<file path="src/rtl/osc_phase_accum.sv">
// rtl/osc_phase_accum.sv - time-multiplexed per-oscillator phase accumulator
module osc_phase_accum #(
    parameter int VOICES      = 8,
    parameter int V_OSC       = 4,
    parameter int V_WIDTH     = 3,
    parameter int O_WIDTH     = 2,
    parameter int OE_WIDTH    = 1,
    parameter int E_WIDTH     = O_WIDTH + OE_WIDTH,
    parameter int PHASE_WIDTH = 32,
    parameter int PITCH_LAT   = 3
) (
    input  logic                       sCLK_XVXOSC,
    input  logic                       reset_data,
    input  logic [V_WIDTH+E_WIDTH-1:0] xxxx,
    input  logic [23:0]                osc_pitch_val,
    input  logic                       note_on,
    input  logic [V_WIDTH-1:0]         cur_key_adr,
    input  logic [V_OSC-1:0]           sync_en,
    output logic [PHASE_WIDTH-1:0]     phase_out,
    output logic [V_WIDTH-1:0]         phase_vx,
    output logic [O_WIDTH-1:0]         phase_ox,
    output logic                       wrap_out,
    output logic                       phase_valid,
    output logic                       init_done
);

    localparam int SW = V_WIDTH + E_WIDTH;
    localparam int IW = V_WIDTH + O_WIDTH;
    localparam int N  = VOICES * V_OSC;
    localparam int FW = $clog2(PITCH_LAT + 1);

    typedef enum logic {ST_INIT, ST_RUN} state_t;

    state_t               state;
    logic [IW-1:0]        sweep;
    logic [FW-1:0]        fill;
    logic [SW-1:0]        slot_dly [PITCH_LAT];
    logic [PHASE_WIDTH-1:0] mem [N];
    logic [N-1:0]         restart_pend, sync_pend;
    logic [N-1:0]         restart_nx, sync_nx;

    logic [SW-1:0]        dslot;
    logic [V_WIDTH-1:0]   dv;
    logic [O_WIDTH-1:0]   dox;
    logic [OE_WIDTH-1:0]  de;
    logic [IW-1:0]        idx;
    logic [PHASE_WIDTH-1:0] cur;
    logic [PHASE_WIDTH:0] sum;
    logic [V_OSC-1:0]     sync_hi;
    logic                 upd, visit, restart, carry;

    // Delayed slot lines up with osc_pitch_val, which trails xxxx by PITCH_LAT
    assign dslot   = slot_dly[PITCH_LAT-1];
    assign dv      = dslot[SW-1:E_WIDTH];
    assign dox     = dslot[E_WIDTH-1:OE_WIDTH];
    assign de      = dslot[OE_WIDTH-1:0];
    assign idx     = {dv, dox};
    assign cur     = mem[idx];
    assign sum     = {1'b0, cur} + (PHASE_WIDTH+1)'(osc_pitch_val);
    assign upd     = (state == ST_RUN) && (fill == FW'(PITCH_LAT));
    assign visit   = upd && (de == '0);
    assign restart = visit && (restart_pend[idx] || sync_pend[idx]);
    assign carry   = visit && !restart && sum[PHASE_WIDTH];
    // sync_hi[o] is the sync enable of the oscillator after o; the last one has none
    assign sync_hi = sync_en >> 1;

    // Clears are applied before sets so a same-cycle set survives
    always_comb begin
        restart_nx = restart_pend;
        sync_nx    = sync_pend;
        if (restart) begin
            restart_nx[idx] = 1'b0;
            sync_nx[idx]    = 1'b0;
        end
        if (carry && sync_hi[dox]) begin
            sync_nx[idx + IW'(1)] = 1'b1;
        end
        if (state == ST_RUN && note_on) begin
            for (int o = 0; o < V_OSC; o++) begin
                restart_nx[{cur_key_adr, O_WIDTH'(o)}] = 1'b1;
            end
        end
    end

    always_ff @(posedge sCLK_XVXOSC) begin
        if (!reset_data) begin
            if (state == ST_INIT) begin
                mem[sweep] <= '0;
            end else if (visit) begin
                mem[idx] <= restart ? '0 : sum[PHASE_WIDTH-1:0];
            end
        end
    end

    always_ff @(posedge sCLK_XVXOSC) begin
        if (reset_data) begin
            state        <= ST_INIT;
            sweep        <= '0;
            fill         <= '0;
            restart_pend <= '0;
            sync_pend    <= '0;
            phase_out    <= '0;
            phase_vx     <= '0;
            phase_ox     <= '0;
            wrap_out     <= 1'b0;
            phase_valid  <= 1'b0;
            init_done    <= 1'b0;
            for (int i = 0; i < PITCH_LAT; i++) begin
                slot_dly[i] <= '0;
            end
        end else begin
            slot_dly[0] <= xxxx;
            for (int i = 1; i < PITCH_LAT; i++) begin
                slot_dly[i] <= slot_dly[i-1];
            end
            restart_pend <= restart_nx;
            sync_pend    <= sync_nx;
            phase_valid  <= upd;
            wrap_out     <= carry;
            if (upd) begin
                phase_vx <= dv;
                phase_ox <= dox;
                if (!visit) begin
                    phase_out <= cur;
                end else if (restart) begin
                    phase_out <= '0;
                end else begin
                    phase_out <= sum[PHASE_WIDTH-1:0];
                end
            end else begin
                phase_vx  <= '0;
                phase_ox  <= '0;
                phase_out <= '0;
            end
            case (state)
                ST_INIT: begin
                    sweep <= sweep + IW'(1);
                    if (sweep == IW'(N - 1)) begin
                        state     <= ST_RUN;
                        init_done <= 1'b1;
                    end
                end
                ST_RUN: begin
                    if (fill != FW'(PITCH_LAT)) begin
                        fill <= fill + FW'(1);
                    end
                end
                default: state <= ST_INIT;
            endcase
        end
    end

endmodule

</file>
<file path="config.mk">
export PLATFORM = sky130hd
export DESIGN_NAME = osc_phase_accum
export DESIGN_NICKNAME = d
export VERILOG_FILES = /design/src/rtl/osc_phase_accum.sv
export SDC_FILE = /design/constraint.sdc
export NUM_CORES = 1
export LEC_CHECK = 0
export ABC_CLOCK_PERIOD_IN_PS = 7900
export BUFFER_PORTS_ARGS = -buffer_cell sky130_fd_sc_hd__buf_2
export CAP_MARGIN = 25
export CORE_MARGIN = 3
export CORE_UTILIZATION = 55
export CTS_CLUSTER_DIAMETER = 100
export DETAILED_ROUTE_END_ITERATION = 7
export PLACE_DENSITY = 0.68
export SETUP_SLACK_MARGIN = 0.02
export SLEW_MARGIN = 10
export SYNTH_ARGS = -nofsm -noshare
export SYNTH_HDL_FRONTEND = slang
export SYNTH_SLANG_ARGS = --single-unit
</file>
<file path="constraint.sdc">
create_clock -name sCLK_XVXOSC -period 7.9 [get_ports sCLK_XVXOSC]
set_clock_uncertainty 0.05 [all_clocks]
set_input_delay 0.395 -clock sCLK_XVXOSC [delete_from_list [all_inputs] [get_ports sCLK_XVXOSC]]
set_output_delay 0.395 -clock sCLK_XVXOSC [all_outputs]
set_load 0.005 [all_outputs]
</file>
==> results.json, run 1 <==
{
  "vias": 25200,
  "cpPeakStageDelay_ns": 0.71,
  "ant_nets": 0,
  "fin_nets": 2736,
  "postCtsSetupRepairBufs": 0,
  "ctsHoldBuffers": 6,
  "antenna_cells": 0,
  "syn_nets": 2572,
  "top_usage_layer": "met2",
  "grt_util_met2": 0.428,
  "hold_violations": 0,
  "end_kind": "register",
  "die_w_microns": 293,
  "grt_pass1_wl_microns": 172000,
  "cpLargestDelayFamily": "compound AO/OA/AOI/OAI gates",
  "dr.first_iter.drc_count": 3019,
  "dp.cells": 3605,
  "fin_tns_setup_ns": 0,
  "maxSlewViolCount": 0,
  "cts_buffers": 112,
  "crit_fanout": 28,
  "max_slew_margin": 0.278,
  "critPathSlowestCell": "nor3b_1",
  "drive_above_1_share": 0.222,
  "dpl.hpwl_microns": 68600,
  "start_kind": "register",
  "io_pins": 80,
  "synth_most_common_cell": "edfxtp_1",
  "min_period_over_period": 0.808,
  "hp-class": "primary input to register",
  "die_h_microns": 293,
  "yosys.area.top_type": "edfxtp_1",
  "cts_resized": 0,
  "cp.required_ns": 8.46,
  "worst_slew_pin_slew_ns": 1.08,
  "firstDrtPassIters": 5,
  "synth_common_cells": "edfxtp_1 (1024), mux4_2 (204), nor2_1 (140)",
  "syn_area_per_cell_sq_um": 18.1,
  "status": "finished, final reports clean",
  "nFillCells": 5531,
  "io_buffers": 78,
  "path_clk_slew_ns": 0.06,
  "coreArea_sq_mm": 0.0811,
  "syn2layout_area_growth_pct": 13.2,
  "p_per_area_mw_per_mm2": 242,
  "ys.flop_type": "edfxtp_1",
  "use_met1": 0.407,
  "netlist.area_leader.share": 0.679,
  "track_usage": 0.278,
  "rsz0062_at_grt": "false",
  "antenna_found_initial": 1,
  "initial_core_util": 0.559,
  "stdcell_count": 3824,
  "path_class": "register to register",
  "finalWirelength_microns": 119000,
  "grt_pass1_vias": 24500,
  "grt_util_met3": 0.0591,
  "setup_viol": 0,
  "htree_levels": 3,
  "crit_buf_inv": 2,
  "core.rowCount": 104,
  "vias_per_cell": 6.60,
  "cts_root_buffer": "clkbuf_16",
  "cts_sinks": 1154,
  "grt_overflow": 0,
  "synth-edff-count": 1024,
  "worstSkewPairLatency_ns": 0.67,
  "drc_errors": 0,
  "synth_seq_area_share": 0.736,
  "min_period_ns": 6.39,
  "netlist_instances": 2504,
  "ys_warn_count": 0,
  "p_leak_nw": 18.4,
  "max-vdd-ir-drop_mv": 0.222,
  "yosys-top-cells-area": "edfxtp_1 (68%), mux4_2 (10%), dfxtp_1 (5.7%)",
  "gp_congestion": 0.861,
  "path_cells": "buf_4 > nor2b_1 > and2_2 > buf_4 > a22oi_1 > and3_1 > o21ai_0 > ha_1 > nand2_1 > o21ai_0 > a221oi_1 > a211oi_1 > o21ai_1 > nor3b_1 > nand4_1 > a2bb2o_1",
  "cts_tree": "yes",
  "grt_max_degree": 62,
  "wl_per_cell_microns": 31.1,
  "critPathArrivalTime_ns": 6.94,
  "yosysUniqueCellTypes": 69,
  "fmax_ghz": 0.157,
  "cap_violations": 0,
  "clock_path_buffers": 3,
  "ys_seq_elements": 1154,
  "synth_area_sq_mm": 0.0453,
  "async_reset_ff_frac": 0,
  "die_area_sq_mm": 0.0859
}
## cell usage in the layout, fill, tap and decap left out, drive strengths merged, types with 10 or more instances in the layout
master / instances
nand4b: 10
clkinv: 38
dfxtp: 130
edfxtp: 1024
nor3: 29
nor4: 21
mux2i: 128
xnor2: 19
ha: 27
a22oi: 84
and3: 16
xor2: 12
and2: 22
nand3: 23
a21oi: 47
mux4: 204
o21ai: 54
clkbuf: 150
o22ai: 66
bufinv: 10
a31oi: 12
nor2: 140
a21o: 32
nand2: 81
inv: 16
nand4: 17
buf: 180
nor2b: 41
nand2b: 31
## area by class of cell
cell class / count / area, sq um / area share
Sequential cell: 1154 / 33400 / 0.650
Inverter: 8 / 30.0 / 0.000585
Clock buffer: 150 / 3140 / 0.0612
Timing Repair Buffer: 186 / 1330 / 0.0259
Multi-Input combinational cell: 1206 / 11600 / 0.225
Clock inverter: 60 / 569 / 0.0111
Tap cell: 1060 / 1330 / 0.0259
## per-layer routing
metal | vias to the layer above | wire length [microns]
met5 | - | 0
li1 | 10500 | -
met4 | 0 | 3590
met1 | 13100 | 47300
met3 | 225 | 12900
met2 | 1477 | 55000
## worst reg2reg max path: cells and delay by family, from the launching register on
kind | cells | cell delay, ns
AND/OR/NAND/NOR | 6 | 1.99
AO/OA/AOI/OAI | 7 | 2.29
flip-flops | 1 | 0.68
adder cells (fa/ha/maj) | 1 | 0.49
buffers and inverters | 2 | 0.83
## per-stage QoR
step           setup WS, ns  power, W   util  instance area, sq um  hold WS [ns]
2_1_floorplan          1.85   0.00703      -                 45300         0.364
3_3_place_gp           1.70   0.00717  0.585                 47400         0.380
3_5_place_dp           1.60   0.00718  0.586                 47500         0.379
4_1_cts                1.59    0.0125  0.632                 51300        0.0138
5_1_grt                1.09    0.0127  0.633                 51300        0.0503
6_report               1.51    0.0124  0.633                 51300        0.0503
## cells by family after synthesis
| kind of cell | synth area share |
|---|---|
| adder cells (fa/ha/maj) | 0.00790 |
| flip-flops | 0.736 |
| multiplexers | 0.130 |
| XOR/XNOR | 0.00599 |
| buffers and inverters | 0.0150 |
| AO/OA/AOI/OAI | 0.0529 |
| AND/OR/NAND/NOR | 0.0525 |
## final timing paths
kind | from | endpoint | slack [ns] | cells past startpoint
worst min-delay path | cur_key_adr[0] | restart_pend[10] | 0.05 | 4
worst max register to register | slot_dly[0][15] | sync_pend[23] | 1.51 | 16
worst max-delay path | slot_dly[0][15] | sync_pend[23] | 1.51 | 16
worst min register to register | slot_dly[0][9] | slot_dly[0][15] | 0.39 | 1
## flip-flops by register name (all words and copies together) (netlist names), 3 cells and up
| name | flops |
|---|---|
| mem | 1024 |
| phase_out | 32 |
| restart_pend | 32 |
| sync_pend | 32 |
| slot_dly | 18 |
| sweep | 5 |
| phase_vx | 3 |
## power by group
group	leakage, nW	switching [W]	internal (W)
clock network	1.83	0.00224	0.00311
logic	4.23	0.000301	0.000169
registers	12.4	0.0000173	0.00658
Power figures use the tool's default switching activity.
==> run 2, diff against run 1 <==
--- a/config.mk
+++ b/config.mk
@@ -5,14 +5,14 @@
 export SDC_FILE = /design/constraint.sdc
 export NUM_CORES = 1
 export LEC_CHECK = 0
-export ABC_CLOCK_PERIOD_IN_PS = 7900
+export ABC_CLOCK_PERIOD_IN_PS = 5800
 export BUFFER_PORTS_ARGS = -buffer_cell sky130_fd_sc_hd__buf_2
 export CAP_MARGIN = 25
 export CORE_MARGIN = 3
 export CORE_UTILIZATION = 55
 export CTS_CLUSTER_DIAMETER = 100
 export DETAILED_ROUTE_END_ITERATION = 7
-export PLACE_DENSITY = 0.68
+export PLACE_DENSITY = 0.71
 export SETUP_SLACK_MARGIN = 0.02
 export SLEW_MARGIN = 10
 export SYNTH_ARGS = -nofsm -noshare
==> constraint.sdc (replaced) <==
create_clock -name sCLK_XVXOSC -period 5.8 [get_ports sCLK_XVXOSC]
set_clock_uncertainty 0.05 [all_clocks]
set_input_delay 0.29 -clock sCLK_XVXOSC [delete_from_list [all_inputs] [get_ports sCLK_XVXOSC]]
set_output_delay 0.29 -clock sCLK_XVXOSC [all_outputs]
set_load 0.005 [all_outputs]
==> results.json, run 2 (synthesis results as in run 1) <==
{
  "ant_nets": 0,
  "grt_pass1_wl_microns": 176000,
  "io_pins": 80,
  "critical_path.reg2reg.startpoint": "slot_dly[0][17]",
  "drive_above_1_share": 0.240,
  "gp_congestion": 0.915,
  "grt_pass1_vias": 25000,
  "vias": 25800,
  "cp.required_ns": 6.28,
  "largest_reg_flops": 1024,
  "worstSkewPairLatency_ns": 0.71,
  "dp.cells": 3643,
  "p_int_w": 0.0136,
  "p_clk_frac": 0.436,
  "swShare": 0.208,
  "r2r_end": "mem[6][30]",
  "p_seq_frac": 0.524,
  "hold_violations": 0,
  "status": "finished, final reports clean",
  "stdcell_count": 3884,
  "hp-class": "primary input to register",
  "end_kind": "register",
  "htree_levels": 3,
  "path_clk_slew_ns": 0.06,
  "final_common_cell": "edfxtp_1",
  "setup_viol": 0,
  "p_leak_nw": 18.9,
  "drc_errors": 0,
  "core.rowCount": 104,
  "rsz0062_at_grt": "false",
  "p_per_area_mw_per_mm2": 328,
  "startpoint": "slot_dly[0][17]",
  "post-route-cell-area_sq_mm": 0.0523,
  "crit_fanout": 35,
  "dpl.hpwl_microns": 70800,
  "coreArea_sq_mm": 0.0811,
  "antenna_found_initial": 3,
  "final_util": 0.645,
  "fmax_ghz": 0.180,
  "fin_nets": 2791,
  "rrSetupSlack_ns": 0.24,
  "syn2layout_area_growth_pct": 15.4,
  "initial_core_util": 0.559,
  "firstDrtPassIters": 5,
  "cts_tree": "yes",
  "worst_slew_pin_slew_ns": 1.01,
  "clock_path_buffers": 3,
  "maxSlewViolCount": 0,
  "largest-register": "mem",
  "finalWirelength_microns": 123000,
  "min_period_over_period": 0.958,
  "die_h_microns": 293,
  "die_w_microns": 293,
  "path_class": "register to register",
  "hold_path_depth": 5,
  "hold_end": "restart_pend[10]",
  "grt_max_degree": 80,
  "grt_overflow": 0,
  "cts_buffers": 112,
  "place_area_sq_mm": 0.0481,
  "io_buffers": 78,
  "final_cell_mix": "edfxtp_1 (1024), mux4_2 (204), mux2i_1 (128)",
  "hp-start": "note_on",
  "min_period_ns": 5.56,
  "max-vdd-ir-drop_mv": 0.399,
  "track_usage": 0.287,
  "wl_per_cell_microns": 31.5,
  "max_slew_margin": 0.325,
  "dr.first_iter.drc_count": 3598,
  "cts_sinks": 1154,
  "start_kind": "register",
  "reg2regPathDepth": 17,
  "p_sw_w": 0.00357,
  "p_total_w": 0.0171,
  "cap_violations": 0,
  "critPathArrivalTime_ns": 6.04,
  "cts_root_buffer": "clkbuf_16",
  "vias_per_cell": 6.65,
  "die_area_sq_mm": 0.0859,
  "combPwrFrac": 0.040
}
-- run 2: cell count changes in the layout (fill, tap and decap cells not counted), moves of 4 or more --
| cell | previous run | this run |
|---|---|---|
| clkinv_1 | 15 | 5 |
| dlygate4sd3_1 | 6 | 10 |
| clkbuf_4 | 0 | 5 |
| buf_12 | 7 | 38 |
| buf_4 | 92 | 113 |
| clkbuf_8 | 9 | 22 |
-- run 2: critical path, stage by stage (launching register included) --
cell       delay (ns)
dfxtp_1          0.42
buf_4            0.41
and3_2           0.46
a22oi_1          0.18
nand4_1          0.16
ha_1             0.37
inv_1            0.11
fa_1             0.44
nor2b_1          0.19
o2111ai_1        0.18
a211o_1          0.37
a211oi_1         0.32
o21ai_1          0.28
buf_4            0.28
nor4bb_1         0.45
and4_1           0.30
o21bai_1         0.17
buf_12           0.21
-- run 2: metrics by stage --
stage | hold WS (ns) | TNS, ns | setup WS [ns]
4_1_cts | 0.00714 | 0 | 0.0302
5_1_grt | 0.0629 | 0 | 0.0269
6_report | 0.0306 | 0 | 0.242
3_3_place_gp | 0.380 | 0 | 0.0593
3_5_place_dp | 0.373 | -0.785 | -0.104
2_1_floorplan | 0.364 | 0 | 0.116
-- run 2: cell type report --
type	count	area (sq um)
multi-input cells	1206	11600
flip-flops and latches	1154	33400
repair buffers	241	2130
clock buffers	168	3340
inverters	8	30.0
clock inverters	46	543
well taps	1060	1330
diodes	1	2.50
fillers	5417	28800
-- run 2: worst max path at each step --
stage	to
2_1_floorplan	mem[0][29]
3_3_place_gp	sync_pend[14]
3_5_place_dp	sync_pend[15]
4_1_cts	sync_pend[15]
5_1_grt	mem[6][30]
6_report	mem[6][30]
-- run 2: power by group through the flow --
stage | Clock (W) | Combinational (W) | Sequential, W
floorplan | 0 | 0.000424 | 0.00915
global placement | 0 | 0.000648 | 0.00916
detailed placement | 0 | 0.000653 | 0.00916
CTS | 0.00752 | 0.000667 | 0.00898
global route | 0.00785 | 0.000731 | 0.00898
finish | 0.00748 | 0.000686 | 0.00898
-- run 2: routing by layer --
metal  vias to the layer above  GRT usage  share of wire
met5                         -          0        0.00011
met4                         2     0.0864          0.032
met3                       269     0.0688           0.12
met2                      1713      0.429           0.45
met1                     13300      0.426           0.39
li1                      10600          -              -
-- run 2: timing repair --
item,CTS,global route
hold buffers,10,0
setup endpoints to repair,24,88
gates resized for setup,0,4
endpoints found under the hold margin,14,0
pin swaps,0,3
buffers inserted,2,11
